<file path="src/rtl/alu_issue_ctrl_if.sv">
// Handshake bundle between instruction fetch, the decode/issue controller and the ALU stage.
// master: the surrounding pipeline; slave: alu_issue_ctrl.
interface alu_issue_ctrl_if;
  logic        instr_valid;
  logic        instr_ready;
  logic [31:0] instr;
  logic        iss_valid;
  logic        iss_ready;
  logic [1:0]  mode;
  logic [4:0]  alucontrol;
  logic [4:0]  rd;
  logic [4:0]  rs1;
  logic [4:0]  rs2;
  logic [4:0]  rs3;
  logic [31:0] imm;
  logic        multi_cycle;
  logic        illegal;
  logic        busy;

  modport master (
    output instr_valid, instr, iss_ready,
    input  instr_ready, iss_valid, mode, alucontrol, rd, rs1, rs2, rs3, imm,
           multi_cycle, illegal, busy
  );

  modport slave (
    input  instr_valid, instr, iss_ready,
    output instr_ready, iss_valid, mode, alucontrol, rd, rs1, rs2, rs3, imm,
           multi_cycle, illegal, busy
  );
endinterface

</file>
<file path="src/rtl/alu_issue_ctrl.sv">
// Decode-and-issue stage ahead of the ALU: decodes R4/R3/R2/I words, holds multi-cycle ops off.
// Define ALU_ISSUE_R4_EN to decode the R4 (0001011) opcode; otherwise it is illegal.
//
// state  | meaning
// S_IDLE | no op pending, ready for an instruction
// S_HOLD | decoded op presented (iss_valid=1), frozen until iss_ready
// S_WAIT | multi-cycle op in the ALU, counter running down
module alu_issue_ctrl #(
  parameter int unsigned MUL_LAT = 3
) (
  input logic          clk,
  input logic          reset,
  alu_issue_ctrl_if.slave bus
);

  typedef enum logic [1:0] {S_IDLE, S_HOLD, S_WAIT} state_t;

  // WAIT lasts MUL_LAT-1 cycles, so the counter starts one below that
  localparam logic [3:0] WAIT_LOAD = (MUL_LAT > 1) ? 4'(MUL_LAT - 2) : 4'd0;

  state_t      state;
  logic [3:0]  cnt;
  logic        valid_q, mc_q, illegal_q, busy_q;
  logic [1:0]  mode_q;
  logic [4:0]  ctl_q, rd_q, rs1_q, rs2_q, rs3_q;
  logic [31:0] imm_q;

  logic        d_legal, d_mc;
  logic [1:0]  d_mode;
  logic [4:0]  d_ctl, d_rs3;
  logic [31:0] d_imm;
  logic        ready_int, accept;

  always_comb begin
    d_legal = 1'b0;
    d_mc    = 1'b0;
    d_mode  = 2'b00;
    d_ctl   = 5'b00000;
    d_rs3   = 5'b00000;
    d_imm   = 32'h0;
    case (bus.instr[6:0])
      7'b0110011: begin
        d_mode = 2'b01;
        d_ctl  = bus.instr[31:27];
        case (d_ctl)
          5'b00000, 5'b00001, 5'b00010, 5'b00011, 5'b00100, 5'b00101, 5'b00110,
          5'b00111, 5'b11100, 5'b11011, 5'b01001, 5'b01010, 5'b10000, 5'b10001,
          5'b10010, 5'b10011, 5'b10100, 5'b01100, 5'b01101, 5'b11111: d_legal = 1'b1;
          default: d_legal = 1'b0;
        endcase
        d_mc = (d_ctl == 5'b11111);
      end
      7'b0101011: begin
        d_mode = 2'b10;
        d_ctl  = bus.instr[31:27];
        case (d_ctl)
          5'b00000, 5'b00001, 5'b01000, 5'b01001, 5'b01010: d_legal = 1'b1;
          default: d_legal = 1'b0;
        endcase
      end
      7'b0010011: begin
        d_mode  = 2'b11;
        d_imm   = {{20{bus.instr[31]}}, bus.instr[31:20]};
        d_legal = 1'b1;
        case (bus.instr[14:12])
          3'b000: d_ctl = 5'b00000;
          3'b010: d_ctl = 5'b00001;
          3'b110: d_ctl = 5'b00010;
          3'b111: d_ctl = 5'b00011;
          3'b100: d_ctl = 5'b00110;
          3'b001: begin
            d_ctl   = 5'b10000;
            d_legal = (bus.instr[31:25] == 7'b0);
          end
          3'b101: d_ctl = bus.instr[30] ? 5'b10011 : 5'b10010;
          default: d_legal = 1'b0;
        endcase
      end
`ifdef ALU_ISSUE_R4_EN
      7'b0001011: begin
        d_mode = 2'b00;
        d_ctl  = {bus.instr[26:25], bus.instr[14:12]};
        d_rs3  = bus.instr[31:27];
        case (d_ctl)
          5'b00000, 5'b00001, 5'b00010, 5'b00011, 5'b00100, 5'b00101, 5'b00110,
          5'b00111, 5'b10110, 5'b10101, 5'b11001, 5'b11010, 5'b01001, 5'b01010,
          5'b01100, 5'b01101, 5'b01110, 5'b01111: d_legal = 1'b1;
          default: d_legal = 1'b0;
        endcase
        d_mc = (d_ctl == 5'b01110) || (d_ctl == 5'b01111);
      end
`endif
      default: d_legal = 1'b0;
    endcase
  end

  assign ready_int = !reset &&
                     ((state == S_IDLE) || ((state == S_HOLD) && bus.iss_ready && !mc_q));
  assign accept    = bus.instr_valid && ready_int;

  always_ff @(posedge clk or posedge reset) begin
    if (reset) begin
      state     <= S_IDLE;
      cnt       <= 4'd0;
      valid_q   <= 1'b0;
      mc_q      <= 1'b0;
      illegal_q <= 1'b0;
      busy_q    <= 1'b0;
      mode_q    <= 2'b00;
      ctl_q     <= 5'b0;
      rd_q      <= 5'b0;
      rs1_q     <= 5'b0;
      rs2_q     <= 5'b0;
      rs3_q     <= 5'b0;
      imm_q     <= 32'h0;
    end else begin
      illegal_q <= 1'b0;
      case (state)
        S_HOLD: if (bus.iss_ready) begin
          valid_q <= 1'b0;
          if (mc_q && (MUL_LAT > 1)) begin
            state  <= S_WAIT;
            busy_q <= 1'b1;
            cnt    <= WAIT_LOAD;
          end else begin
            state <= S_IDLE;
          end
        end
        S_WAIT: if (cnt == 4'd0) begin
          state  <= S_IDLE;
          busy_q <= 1'b0;
        end else begin
          cnt <= cnt - 4'd1;
        end
        default: ;
      endcase
      // a new accept overrides the retire above, giving back-to-back issue
      if (accept) begin
        if (d_legal) begin
          state   <= S_HOLD;
          valid_q <= 1'b1;
          mc_q    <= d_mc;
          mode_q  <= d_mode;
          ctl_q   <= d_ctl;
          rd_q    <= bus.instr[11:7];
          rs1_q   <= bus.instr[19:15];
          rs2_q   <= bus.instr[24:20];
          rs3_q   <= d_rs3;
          imm_q   <= d_imm;
        end else begin
          illegal_q <= 1'b1;
        end
      end
    end
  end

  assign bus.instr_ready = ready_int;
  assign bus.iss_valid   = valid_q;
  assign bus.mode        = mode_q;
  assign bus.alucontrol  = ctl_q;
  assign bus.rd          = rd_q;
  assign bus.rs1         = rs1_q;
  assign bus.rs2         = rs2_q;
  assign bus.rs3         = rs3_q;
  assign bus.imm         = imm_q;
  assign bus.multi_cycle = mc_q;
  assign bus.illegal     = illegal_q;
  assign bus.busy        = busy_q;

endmodule

</file>
<file path="src/flat_wrapper.sv">
// flat-port wrapper written by rule: the top's interface ports become plain ports
module alu_issue_ctrl_flat 
#(
  parameter int unsigned MUL_LAT = 3
)
  (clk, reset, bus_instr_valid, bus_instr, bus_iss_ready, bus_instr_ready, bus_iss_valid, bus_mode, bus_alucontrol, bus_rd, bus_rs1, bus_rs2, bus_rs3, bus_imm, bus_multi_cycle, bus_illegal, bus_busy);
  alu_issue_ctrl_if bus_i ();
  input logic clk;
  input logic reset;
  input wire logic [$bits(bus_i.instr_valid)-1:0] bus_instr_valid;
  input wire logic [$bits(bus_i.instr)-1:0] bus_instr;
  input wire logic [$bits(bus_i.iss_ready)-1:0] bus_iss_ready;
  output wire logic [$bits(bus_i.instr_ready)-1:0] bus_instr_ready;
  output wire logic [$bits(bus_i.iss_valid)-1:0] bus_iss_valid;
  output wire logic [$bits(bus_i.mode)-1:0] bus_mode;
  output wire logic [$bits(bus_i.alucontrol)-1:0] bus_alucontrol;
  output wire logic [$bits(bus_i.rd)-1:0] bus_rd;
  output wire logic [$bits(bus_i.rs1)-1:0] bus_rs1;
  output wire logic [$bits(bus_i.rs2)-1:0] bus_rs2;
  output wire logic [$bits(bus_i.rs3)-1:0] bus_rs3;
  output wire logic [$bits(bus_i.imm)-1:0] bus_imm;
  output wire logic [$bits(bus_i.multi_cycle)-1:0] bus_multi_cycle;
  output wire logic [$bits(bus_i.illegal)-1:0] bus_illegal;
  output wire logic [$bits(bus_i.busy)-1:0] bus_busy;
  assign bus_i.instr_valid = bus_instr_valid;
  assign bus_i.instr = bus_instr;
  assign bus_i.iss_ready = bus_iss_ready;
  assign bus_instr_ready = bus_i.instr_ready;
  assign bus_iss_valid = bus_i.iss_valid;
  assign bus_mode = bus_i.mode;
  assign bus_alucontrol = bus_i.alucontrol;
  assign bus_rd = bus_i.rd;
  assign bus_rs1 = bus_i.rs1;
  assign bus_rs2 = bus_i.rs2;
  assign bus_rs3 = bus_i.rs3;
  assign bus_imm = bus_i.imm;
  assign bus_multi_cycle = bus_i.multi_cycle;
  assign bus_illegal = bus_i.illegal;
  assign bus_busy = bus_i.busy;
  alu_issue_ctrl #(.MUL_LAT(MUL_LAT)) u_core (.clk(clk), .reset(reset), .bus(bus_i));
endmodule
</file>
<file path="config.mk">
export PLATFORM = sky130hd
export DESIGN_NAME = alu_issue_ctrl_flat
export DESIGN_NICKNAME = d
export VERILOG_FILES = /design/src/rtl/alu_issue_ctrl_if.sv /design/src/rtl/alu_issue_ctrl.sv /design/src/flat_wrapper.sv
export SDC_FILE = /design/constraint.sdc
export NUM_CORES = 1
export LEC_CHECK = 0
export BUFFER_PORTS_ARGS = -buffer_cell sky130_fd_sc_hd__buf_2
export CORE_ASPECT_RATIO = 1.1
export CORE_MARGIN = 4
export CORE_UTILIZATION = 40
export CTS_BUF_LIST = sky130_fd_sc_hd__clkbuf_8
export DETAILED_ROUTE_END_ITERATION = 10
export HOLD_SLACK_MARGIN = 0.15
export PLACE_DENSITY = 0.71
export SLEW_MARGIN = 30
export SYNTH_ARGS = -nofsm -noshare
export SYNTH_HDL_FRONTEND = slang
export SYNTH_SLANG_ARGS = --single-unit
</file>
<file path="constraint.sdc">
create_clock -name clk -period 2.2 [get_ports clk]
set_input_delay 0.11 -clock clk [delete_from_list [all_inputs] [get_ports clk]]
set_output_delay 0.11 -clock clk [all_outputs]
set_load 0.005 [all_outputs]
</file>
Word level (Yosys, flattened, before mapping)
Memory sizes are Yosys's and may differ from the RTL's.
Index checks and enable logic that the tools add are counted.
{ "word_totals": {"elab_cells": 82, "input_bits": 36, "memories": 1, "rom_bits": 32, "ff_bits": 64} }
{ "memory_table": {"columns": ["memory", "words", "width", "read_ports", "rd_ports_with_merged_regs", "wr", "line_no", "text"], "rows": [
  ["(no name shown)", 32, 1, 1, 0, 0, "alu_issue_ctrl.sv:45", "case (d_ctl)"]
]} }
{ "classes": {"eq_ne": 20, "mux": 29, "reduce_logical": 19, "n_addsub": 1} }
{ "op_table": {"columns": ["op", "count"], "rows": [
  ["32-bit 2-to-1 mux", 1],
  ["5-bit one-hot mux with 6 select lines", 1],
  ["5-bit by 4-bit == test with 1-bit output, second input constant", 3],
  ["7-bit by 6-bit == test with 1-bit output, second input constant", 2],
  ["3-bit == test, second input constant", 4],
  ["1-bit 2-to-1 mux", 12],
  ["4-bit 2-to-1 mux", 3],
  ["2-bit 2-to-1 mux", 5],
  ["5-bit one-hot mux with 2 select lines", 1],
  ["4-bit one-hot mux with 2 select lines", 1],
  ["4-bit AND reduction", 2],
  ["7-bit by 5-bit == test with 1-bit output, second input constant", 1],
  ["7-bit logical NOT", 1],
  ["2-bit one-hot mux with 3 select lines", 1],
  ["6-bit OR reduction", 1],
  ["5-bit by 1-bit == test with 1-bit output, second input constant", 1],
  ["5-bit == test, second input constant", 1],
  ["5-bit logical NOT", 1],
  ["5-bit OR reduction", 1],
  ["1-bit logical AND", 4],
  ["4-bit logical NOT", 1],
  ["2-bit by 1-bit != test with 1-bit output, second input constant", 2],
  ["2-bit != test, second input constant", 2],
  ["1-bit one-hot mux with 2 select lines", 2],
  ["other kinds (14)", 15]
]} }

Longest topological paths before layout
Gate-level depths: netlist of run 1.
{ "depth": {"depth_word": 7, "mapped_depth": 11, "depth_no_buf": 7} }

Worst setup path after synthesis of run 1
Ideal clock, no wire load.
{ "synth_path": {"path_kind": "register -> register", "start": "reg u_core.state[1]", "end": "reg u_core.ctl_q[0] (netlist: u_core.bus.alucontrol[0])", "path_stages_with_launch": 12, "slack_ps": 90, "t_required_ps": 2075, "arrival_time_ps": 1985, "n_path_buf": 4, "cell_sequence": "dfrtp_1 -> inv_1 -> ha_1 -> buf_2 -> nand3b_1 -> a21oi_1 -> and2_1 -> buf_2 -> o21a_1 -> buf_6 -> buf_12 -> mux2_4"} }
{ "synth_via": {"elab_chain_len": 7, "word_cells_on_any_way": 8, "cone_classes": "1 x eq/ne; 7 x reduce/logical"} }
{ "synth_lines": {"columns": ["element", "line_no", "text"], "rows": [
  ["start, declared", "alu_issue_ctrl.sv:21", "state_t state;"],
  ["start signal, assigned", "alu_issue_ctrl.sv:103", "state <= S_IDLE;"],
  ["start signal, assigned", "alu_issue_ctrl.sv:122", "state <= S_WAIT;"],
  ["start signal, assigned", "alu_issue_ctrl.sv:126", "state <= S_IDLE;"],
  ["2-bit by 1-bit == test with 1-bit output", "alu_issue_ctrl.sv:98", "((state == S_IDLE) || ((state == S_HOLD) && bus.iss_ready && !mc_q));"],
  ["1-bit logical AND (2 in series)", "alu_issue_ctrl.sv:98", null],
  ["1-bit logical OR (*)", "alu_issue_ctrl.sv:98", null],
  ["1-bit logical AND (*)", "alu_issue_ctrl.sv:97", "assign ready_int = !reset &&"],
  ["via bus_instr_ready", "flat_wrapper.sv:13", "output wire logic [$bits(bus_i.instr_ready)-1:0] bus_instr_ready;"],
  ["1-bit logical AND (*)", "alu_issue_ctrl.sv:99", "assign accept = bus.instr_valid && ready_int;"],
  ["2-bit AND reduction (no source line) (*)", null, null],
  ["end signal, assigned", "alu_issue_ctrl.sv:144", "ctl_q <= d_ctl;"],
  ["end, declared", "alu_issue_ctrl.sv:25", "logic [4:0] ctl_q, rd_q, rs1_q, rs2_q, rs3_q;"]
]} }
Mark *: on every way through the listed nets, which the timed path passes. The rest lies on a longest branch.
A chain may end at the register's enable or synchronous reset.

Worst setup path in the final report of run 1
{ "layout_path": {"start": "in bus_instr[30]", "end": "reg u_core.rs1_q[2] (netlist: u_core.bus.rs1[2])"} }
{ "layout_via": {"elab_chain_len": 5, "word_cells_on_any_way": 12, "cone_classes": "4 x eq/ne; 3 x mux; 4 x reduce/logical; 1 x memory"} }
{ "layout_lines": {"columns": ["element", "line_no", "text"], "rows": [
  ["start, declared", "flat_wrapper.sv:11", "input wire logic [$bits(bus_i.instr)-1:0] bus_instr;"],
  ["branches (longest 3 deep; another with memory 32 x 1 bit)", null, null],
  ["1-bit one-hot mux with 3 select lines (*)", "alu_issue_ctrl.sv:41", "case (bus.instr[6:0])"],
  ["2-bit AND reduction (no source line) (*)", null, null],
  ["end signal, assigned", "alu_issue_ctrl.sv:146", "rs1_q <= bus.instr[19:15];"],
  ["end, declared", "alu_issue_ctrl.sv:25", null]
]} }
Every way passes the cells marked *.

==> results.toml, run 1 <==
[grt]
grt_pass1_wl_mm = 10.2
grt_pass1_vias = 2074
antenna_found_initial = 0
grt_overflow_total = 0
track_usage = 0.163
grt_max_degree = 41

[final_layout]
multi_input_comb_area_mm2 = 0.00109
post-route-util = 0.553
layout.nets = 371
area_delta_synth_final_pct = 31.5
drive_above_1_share = 0.431
seqCellArea_mm2 = 0.00110
antennaDiodeCount = 0
fillers = 507

[synthesis]
synth.top_cells.by_count = "44 x dfrtp_1, 27 x buf_4, 18 x nand2_1"
synth-edff-count = 0
netlist_area_mm2 = 0.00249
yosys_warnings = 0
synthCells = 227
synth.most_common_cell = "dfrtp_1"
ys_seq_area_frac = 0.442
synth_top_area_cell = "dfrtp_1"
ys.flop_type = "dfrtp_1"
synth_cell_type_count = 47
syn-mean-instance-area_um2 = 11.0
ys_ff_latch = 44
synth_top_area_frac = 0.442
async_flop_share = 1.00
synth_area_leaders = "dfrtp_1 44%, buf_4 8.1%, mux2_2 5.9%"

[detailed_routing]
top_layer = "met4"
via_per_inst = 5.05
drt-wirelength-per-cell_um = 15.0
met2_length_mm = 3.02
totalWireLength_mm = 6.08
drt_iter0_drc = 100
final_antenna_net_count = 0
drt_drc_violations_left = 0
dr_total_vias = 2039
first_pass_iters = 4
drt-met1-wl_mm = 2.53
wl_met3_um = 415

[clock_tree]
clock_latency_ns = 0.30
clock_tree.root_cell = "clkbuf_8"
ctsHtreeMaxLevel = 2
cts_buffers = 5
cts_tree = "built"
clk_pin_slew_ns = 0.09
cts_buffer_depth = 2
cts_sinks = 44
post_cts_buffers = 0

[placement]
numPortBuffers = 94
place_congestion = 0.791
dp_hpwl_mm = 4.29

[worst_setup_path]
worst_ep_arrival_time_ns = 2.27
end_kind = "register"
cp_top_family = "buffers and inverters"
required_ns = 2.39
critPathMaxStageDelay_ns = 0.53
cpMaxStageDelayCell = "dlygate4sd3_1"
crit_path_cell_trace = "dlygate4sd3_1 -> buf_2 -> a211oi_1 -> or3_1 -> o22ai_2 -> o21a_1 -> buf_12 -> mux2_2"
critPathLaunchType = "primary input"
path_buf_inv = 3
critPathKind = "primary input to register"
cp_max_fo = 19

[power_and_ir_drop]
p_leak_uw = 0.00170
vdd_drop_max_uv = 387
power.density_mw_per_mm2 = 616

[die]
num_rows = 29
die_area_mm2 = 0.00755
design.portCount = 100
die_h_um = 90.7
start_util = 0.421
core_area_mm2 = 0.00591
fp.dieW_um = 83.2

[sta]
setup_viol = 0
fin_crit_sh = 0.943
hold_viol_final = 0
max_freq_mhz = 482
worstMarginPinSlew_ns = 0.841
holdWs_ns = 0.162
slew_headroom = 0.438
min_period_ns = 2.08
clock_skew_ns = 0.0110
drv_slew = 0
rsz0062_at_grt = "no"

[job]
cap_violations = 0

[min_path]
min_path_type = "primary input to register"

[run_status]
status = "complete, no violations"
-- cells by family (layout without fill, tap and decap cells) --
group	Yosys count	after routing	synth area share
AO/OA/AOI/OAI	41	41	0.137
XOR/XNOR	1	1	0.00352
adder cells (fa/ha/maj)	9	9	0.0452
buffers and inverters	49	145	0.129
flip-flops	44	44	0.442
multiplexers	24	24	0.117
other	1	5	0.00151
AND/OR/NAND/NOR	58	58	0.124
-- cell usage in the layout (no fill, tap or decap), drive strengths merged, types with 2 or more instances in the layout --
cell / count
buf: 102
dfrtp: 44
dlygate4sd3: 22
mux2: 20
nand2: 18
nand3: 16
o2bb2ai: 13
inv: 13
ha: 9
nor2: 6
o21ai: 6
conb: 5
clkbuf: 5
a21oi: 4
mux2i: 4
a22o: 4
bufinv: 3
nand3b: 2
o211ai: 2
and2: 2
nor3: 2
nand4: 2
a32o: 2
nor2b: 2
a311oi: 2
-- state kept, by name, summed over array words and instances (netlist names) --
signal and cells:
u_core.bus.multi_cycle 1, u_core.bus.busy 1, u_core.bus.iss_valid 1, u_core.cnt 4, u_core.bus.mode 2, u_core.bus.rd 5
u_core.bus.rs2 5, u_core.bus.alucontrol 5, u_core.bus.illegal 1, u_core.state 2, u_core.bus.imm 12, u_core.bus.rs1 5
-- repair_timing --
action | in CTS | in global routing
endpoints found under the hold margin | 67 | 0
hold buffers | 22 | 0
setup endpoints to repair | 0 | 6
resized for setup | 0 | 1
-- tightest hold or removal path, stage by stage --
cell and delay (ns):
buf_2 0.16, nand3_1 0.08, o2bb2ai_1 0.07
-- stage by stage --
| step | setup slack, ns | std cells | instance area, µm² | power, µW | setup TNS [ns] |
|---|---|---|---|---|---|
| 2_1_floorplan | 0.0898 | 231 | 2500 | 1040 | 0 |
| 6_report | 0.125 | 404 | 3270 | 2020 | 0 |
| 4_1_cts | 0.0380 | 404 | 3260 | 2030 | 0 |
| 3_5_place_dp | -0.0387 | 374 | 2880 | 1150 | -0.279 |
| 5_1_grt | 0.0771 | 404 | 3270 | 2110 | 0 |
| 3_3_place_gp | 0.0597 | 374 | 2880 | 1140 | 0 |
-- worst paths after layout --
check	startpoint	endpoint	slack, ns	cells past startpoint
max in group asynchronous	reset	u_core.bus.imm[5]	1.05	4
setup / recovery	bus_instr[30]	u_core.bus.rs1[2]	0.12	8
hold / removal	bus_instr[31]	u_core.bus.imm[30]	0.16	3
hold reg to reg	u_core.bus.iss_valid	u_core.bus.iss_valid	0.49	2
min in group asynchronous	reset	u_core.bus.rd[3]	0.53	3
setup reg to reg	u_core.state[1]	u_core.bus.rs1[2]	0.21	8
-- area by class of cell --
type / count / area share
flip-flops and latches: 44 / 0.337
multi-input cells: 138 / 0.333
repair buffers: 124 / 0.237
well taps: 77 / 0.0294
clock inverters: 3 / 0.0275
clock buffers: 5 / 0.0210
inverters: 13 / 0.0149
-- routing by layer --
layer	vias to the layer above	track usage
li1	967	-
met1	973	0.198
met2	88	0.275
met3	11	0.0474
met4	0	0.0559
met5	-	0
-- power breakdown --
part	total [µW]	internal, µW	leakage [µW]	switching [µW]
clock	853	568	0.0000784	285
combinational	284	141	0.00103	142
sequential	879	851	0.000592	28.3
No activity file was read; power rests on OpenSTA's default activity.
==> run 2, diff against run 1 <==
Settings changed: RECOVER_POWER set to 25.
==> run 2 against run 1 <==
Against the previous run:
- maximum frequency is 0.24% lower
- critical path depth stayed put
- via count is 0.74% lower
- die area stayed put
- largest power group unchanged
- sequential power hardly changed
- largest cell class unchanged
- critical endpoint unchanged
==> results.toml, run 2 (synthesized netlist as in run 1, its figures left out) <==
[run_status]
status = "complete, no violations"

[final_layout]
final_common_cell = "buf_2"
antennaDiodeCount = 0
drive_above_1_share = 0.355
layout_common_cells = "69 x buf_2, 44 x dfrtp_1, 25 x clkbuf_1"
finalNonFillerCells = 404
layout.nets = 371
largest_reg_flops = 12
area_delta_synth_final_pct = 30.2

[sta]
clock_skew_ns = 0.0106
max_freq_mhz = 481
worstMarginPinSlew_ns = 0.850
min_period_ns = 2.08
hold_viol_final = 0
slew_headroom = 0.433
fin_crit_sh = 0.946
rsz0062_at_grt = "no"
drv_slew = 0
setup_viol = 0

[die]
num_rows = 29
die_h_um = 90.7
start_util = 0.421
design.portCount = 100
fp.dieW_um = 83.2
core_area_mm2 = 0.00591
die_area_mm2 = 0.00755

[worst_setup_path]
critPathKind = "primary input to register"
crit_path_cell_trace = "dlygate4sd3_1 -> buf_2 -> a211oi_1 -> or3_1 -> o22ai_2 -> o21a_1 -> buf_12 -> mux2_2"
r2r_start = "u_core.state[1]"
critPathLaunchType = "primary input"
end_kind = "register"
cp_max_fo = 19
cp-startpoint = "bus_instr[30]"
worst_ep_arrival_time_ns = 2.27
critPathMaxStageDelay_ns = 0.53
cpMaxStageDelayCell = "dlygate4sd3_1"
required_ns = 2.39

[clock_tree]
post_cts_buffers = 0
cts_buffer_depth = 2
clock_tree.root_cell = "clkbuf_8"
clock_latency_ns = 0.30
cts_tree = "built"
ctsHtreeMaxLevel = 2
cts_buffers = 5
clk_pin_slew_ns = 0.09
cts_sinks = 44

[grt]
antenna_found_initial = 0
track_usage = 0.163
grt_max_degree = 41
grt_overflow_total = 0
grt_pass1_wl_mm = 10.2
grt_pass1_vias = 2074

[power_and_ir_drop]
p_leak_uw = 0.00160
power.density_mw_per_mm2 = 620
vdd_drop_max_uv = 385
intPower_uw = 1550
power.switching_uw = 454
power_uw = 2010
power_frac_comb = 0.139
sw_frac_of_total = 0.226
power_frac_seq = 0.438
pwr-share-clk = 0.423

[detailed_routing]
drt-wirelength-per-cell_um = 15.0
final_antenna_net_count = 0
totalWireLength_mm = 6.07
drt_iter0_drc = 97
first_pass_iters = 4
via_per_inst = 5.01
dr_total_vias = 2024
drt_drc_violations_left = 0

[job]
cap_violations = 0

[placement]
dpl.cell_count = 374
place_congestion = 0.791
dp_hpwl_mm = 4.29
numPortBuffers = 94

[min_path]
min_path_type = "primary input to register"
hold_start = "bus_instr[31]"
run 2: path summary, 6_finish.rpt:
kind                                   endpoint  slack, ns  cells past startpoint
setup / recovery              u_core.bus.rs1[2]       0.12                      8
hold / removal               u_core.bus.imm[30]       0.16                      3
setup reg to reg              u_core.bus.rs1[2]       0.21                      8
hold reg to reg            u_core.bus.iss_valid       0.49                      2
max in group asynchronous     u_core.bus.imm[5]       1.05                      4
min in group asynchronous      u_core.bus.rd[3]       0.54                      3
run 2: routing by layer:
layer / track usage / part of all wire
met5: 0 / 0
met4: 0.0559 / 0.019
met3: 0.0474 / 0.064
met2: 0.275 / 0.50
met1: 0.198 / 0.42
run 2: layout make-up:
class	count	area [µm²]
clock buffer	5	68.8
clock inverter	3	90.1
fill	519	2670
inverter	13	48.8
multi-input combinational	138	1090
sequential	44	1100
tap	77	96.3
timing repair buffer	124	744
run 2: power groups by stage:
| stage | logic, µW | registers, µW | clock network [µW] |
|---|---|---|---|
| 2_1_floorplan | 147 | 894 | 0 |
| 3_3_place_gp | 248 | 892 | 0 |
| 3_5_place_dp | 255 | 895 | 0 |
| 4_1_cts | 286 | 879 | 869 |
| 5_1_grt | 313 | 886 | 907 |
| 6_report | 278 | 880 | 850 |
run 2: timing repair:
item,CTS,global route
hold endpoints to repair,67,0
resized for setup,0,1
hold buffers,22,0
endpoints found under the setup margin,0,6
run 2: stage by stage:
step	hold slack [ns]	worst slack [ns]	utilization	TNS [ns]	instance area, µm²
6_report	0.164	0.120	0.548	0	3240
3_3_place_gp	0.336	0.0597	0.488	0	2880
5_1_grt	0.178	0.0771	0.548	0	3240
4_1_cts	0.153	0.0380	0.552	0	3260
2_1_floorplan	0.252	0.0898	-	0	2500
3_5_place_dp	0.343	-0.0387	0.488	-0.279	2880
run 2: critical path: cells and delay by family:
kind	cells	cell delay [ns]
buffers and inverters	3	0.91
AO/OA/AOI/OAI	3	0.56
multiplexers	1	0.35
AND/OR/NAND/NOR	1	0.33
==> run 3, diff against run 2 <==
Settings changed: CELL_PAD_IN_SITES_DETAIL_PLACEMENT set to 1, CELL_PAD_IN_SITES_GLOBAL_PLACEMENT set to 2, CORE_UTILIZATION 40 to 27, GPL_ROUTABILITY_DRIVEN set to 0, PLACE_DENSITY 0.71 to not set, PLACE_DENSITY_LB_ADDON set to 0.1.
==> run 3 against run 2 <==
Against the previous run:
- global-route usage down 3.6 points
- non-clock buffer count up 2
- count of clock-buffer cells in the layout up 1
- routed wire length up 12%
- utilization down 18 points
- clock skew down 0.0060 ns
- largest power group unchanged
- sequential power about the same
- sequential share of layout area down 0.092 points
- cell count up 9.7%
- register-to-register slack worse by 0.05 ns
==> results.toml, run 3 (synthesized netlist as in run 1, its figures left out) <==
[worst_setup_path]
ff2ff_setup_slack_ns = 0.16
cp_max_fo = 19
critPathLaunchType = "register"
r2r_start = "u_core.state[1]"
cp-startpoint = "u_core.state[1]"
crit_path_cell_trace = "inv_1 -> ha_1 -> nand3b_1 -> a21oi_1 -> and2_1 -> o21a_1 -> buf_12 -> mux2_2"
required_ns = 2.37
cp_top_family = "flip-flops"
critPathMaxStageDelay_ns = 0.41
critPathKind = "register to register"
path_buf_inv = 2
worst_ep_arrival_time_ns = 2.21
cpMaxStageDelayCell = "dfrtp_1"
end_kind = "register"

[clock_tree]
cts-resized-gates = 0
cts_buffers = 5
clock_latency_ns = 0.29
cts_sinks = 44
clock_tree.root_cell = "clkbuf_8"
ctsHtreeMaxLevel = 2
cts_buffer_depth = 2
postCtsHoldBufs = 20
post_cts_buffers = 0
clk_pin_slew_ns = 0.08
cts_tree = "built"

[detailed_routing]
drt_iter0_drc = 39
final_antenna_net_count = 0
totalWireLength_mm = 6.77
dr_total_vias = 2006
drt-wirelength-per-cell_um = 15.3
first_pass_iters = 4
via_per_inst = 4.53
drt_drc_violations_left = 0

[placement]
numPortBuffers = 94
dpl.cell_count = 415
placed_area_mm2 = 0.00297
dp_hpwl_mm = 5.04
pre_cts_slack_ns = 0.0704

[final_layout]
drive_above_1_share = 0.392
area_delta_synth_final_pct = 30.6
largest_reg_flops = 12
fillers = 1064
layout.nets = 373
finalNonFillerCells = 443
seqCellArea_mm2 = 0.00110
final_common_cell = "buf_2"
antennaDiodeCount = 0
final_cell_area_mm2 = 0.00325
multi_input_comb_area_mm2 = 0.00108
layout_common_cells = "82 x buf_2, 44 x dfrtp_1, 20 x dlygate4sd3_1"

[power_and_ir_drop]
sw_frac_of_total = 0.263
power.density_mw_per_mm2 = 517
intPower_uw = 1240
power.switching_uw = 441
p_leak_uw = 0.00165
vdd_drop_max_uv = 227
power_frac_seq = 0.524
power_frac_comb = 0.169
pwr-share-clk = 0.306

[grt]
grt_overflow_total = 0
grt_pass1_vias = 2113
track_usage = 0.127
grt_util_met1 = 0.170
grt_pass1_wl_mm = 11.0
grt_use_met2 = 0.211
antenna_found_initial = 0
grtUsageMet3 = 0.0313
grt_max_degree = 25
busiest_layer = "met2"

[sta]
worstMarginPinSlew_ns = 0.869
hold_viol_final = 0
drv_slew = 0
slew_headroom = 0.420
rsz0062_at_grt = "no"
min_period_ns = 2.04
max_freq_mhz = 491
fin_crit_sh = 0.926
setup_viol = 0
setup-tns-final_ns = 0
layout_setup_ws_ns = 0.163
clock_skew_ns = 0.00457

[die]
start_util = 0.279
die_area_mm2 = 0.0108
die_h_um = 109
design.portCount = 100
core_area_mm2 = 0.00892
fp.dieW_um = 99.5
num_rows = 36

[run_status]
status = "complete, no violations"

[min_path]
hold_start = "bus_instr[30]"
min_path_type = "primary input to register"

[job]
cap_violations = 0
==> run 3: cell count changes in the layout (fill, tap and decap cells not counted), moves of 2 or more <==
cell / delta
inv_1: +3
clkbuf_1: -15
buf_2: +13
dlygate4sd3_1: -2
bufinv_16: -3
buf_4: +3
==> run 3: area by class of cell <==
| cell class | instances | share of cell area |
|---|---|---|
| clock inverters | 2 | 0.00231 |
| repair buffers | 126 | 0.241 |
| clock buffers | 6 | 0.0254 |
| inverters | 13 | 0.0150 |
| flip-flops and latches | 44 | 0.339 |
| multi-input cells | 138 | 0.333 |
| well taps | 114 | 0.0439 |
==> run 3: metal layers <==
layer / vias up / share of wire / wire length [µm]
li1: 971 / - / -
met1: 978 / 0.46 / 3110
met2: 52 / 0.48 / 3260
met3: 5 / 0.053 / 356
met4: 0 / 0.0053 / 36
met5: - / 0 / 0
==> run 3: worst paths after layout <==
path / end / cells past startpoint
setup / recovery: u_core.bus.rs1[3] / 8
hold / removal: u_core.bus.imm[10] / 3
setup reg to reg: u_core.bus.rs1[3] / 8
hold reg to reg: u_core.bus.imm[10] / 1
max in group asynchronous: u_core.bus.imm[30] / 4
min in group asynchronous: u_core.bus.alucontrol[2] / 3
==> run 3: power by group through the flow <==
stage	clock, µW	combinational, µW	sequential (µW)
2_1_floorplan	0	147	894
3_3_place_gp	0	264	896
3_5_place_dp	0	266	898
4_1_cts	543	294	882
5_1_grt	580	326	888
6_report	514	285	881
==> run 3: per-stage QoR <==
step	total power, µW	utilization	hold WS, ns
2_1_floorplan	1040	-	0.252
3_3_place_gp	1160	0.333	0.174
3_5_place_dp	1160	0.333	0.170
4_1_cts	1720	0.366	0.167
5_1_grt	1790	0.364	0.181
6_report	1680	0.364	0.167
==> run 3: worst min-delay path, delay by kind of cell <==
kind	cells	cell delay (ns)
compound gates	1	0.06
buf+inv	1	0.16
simple gates	1	0.08
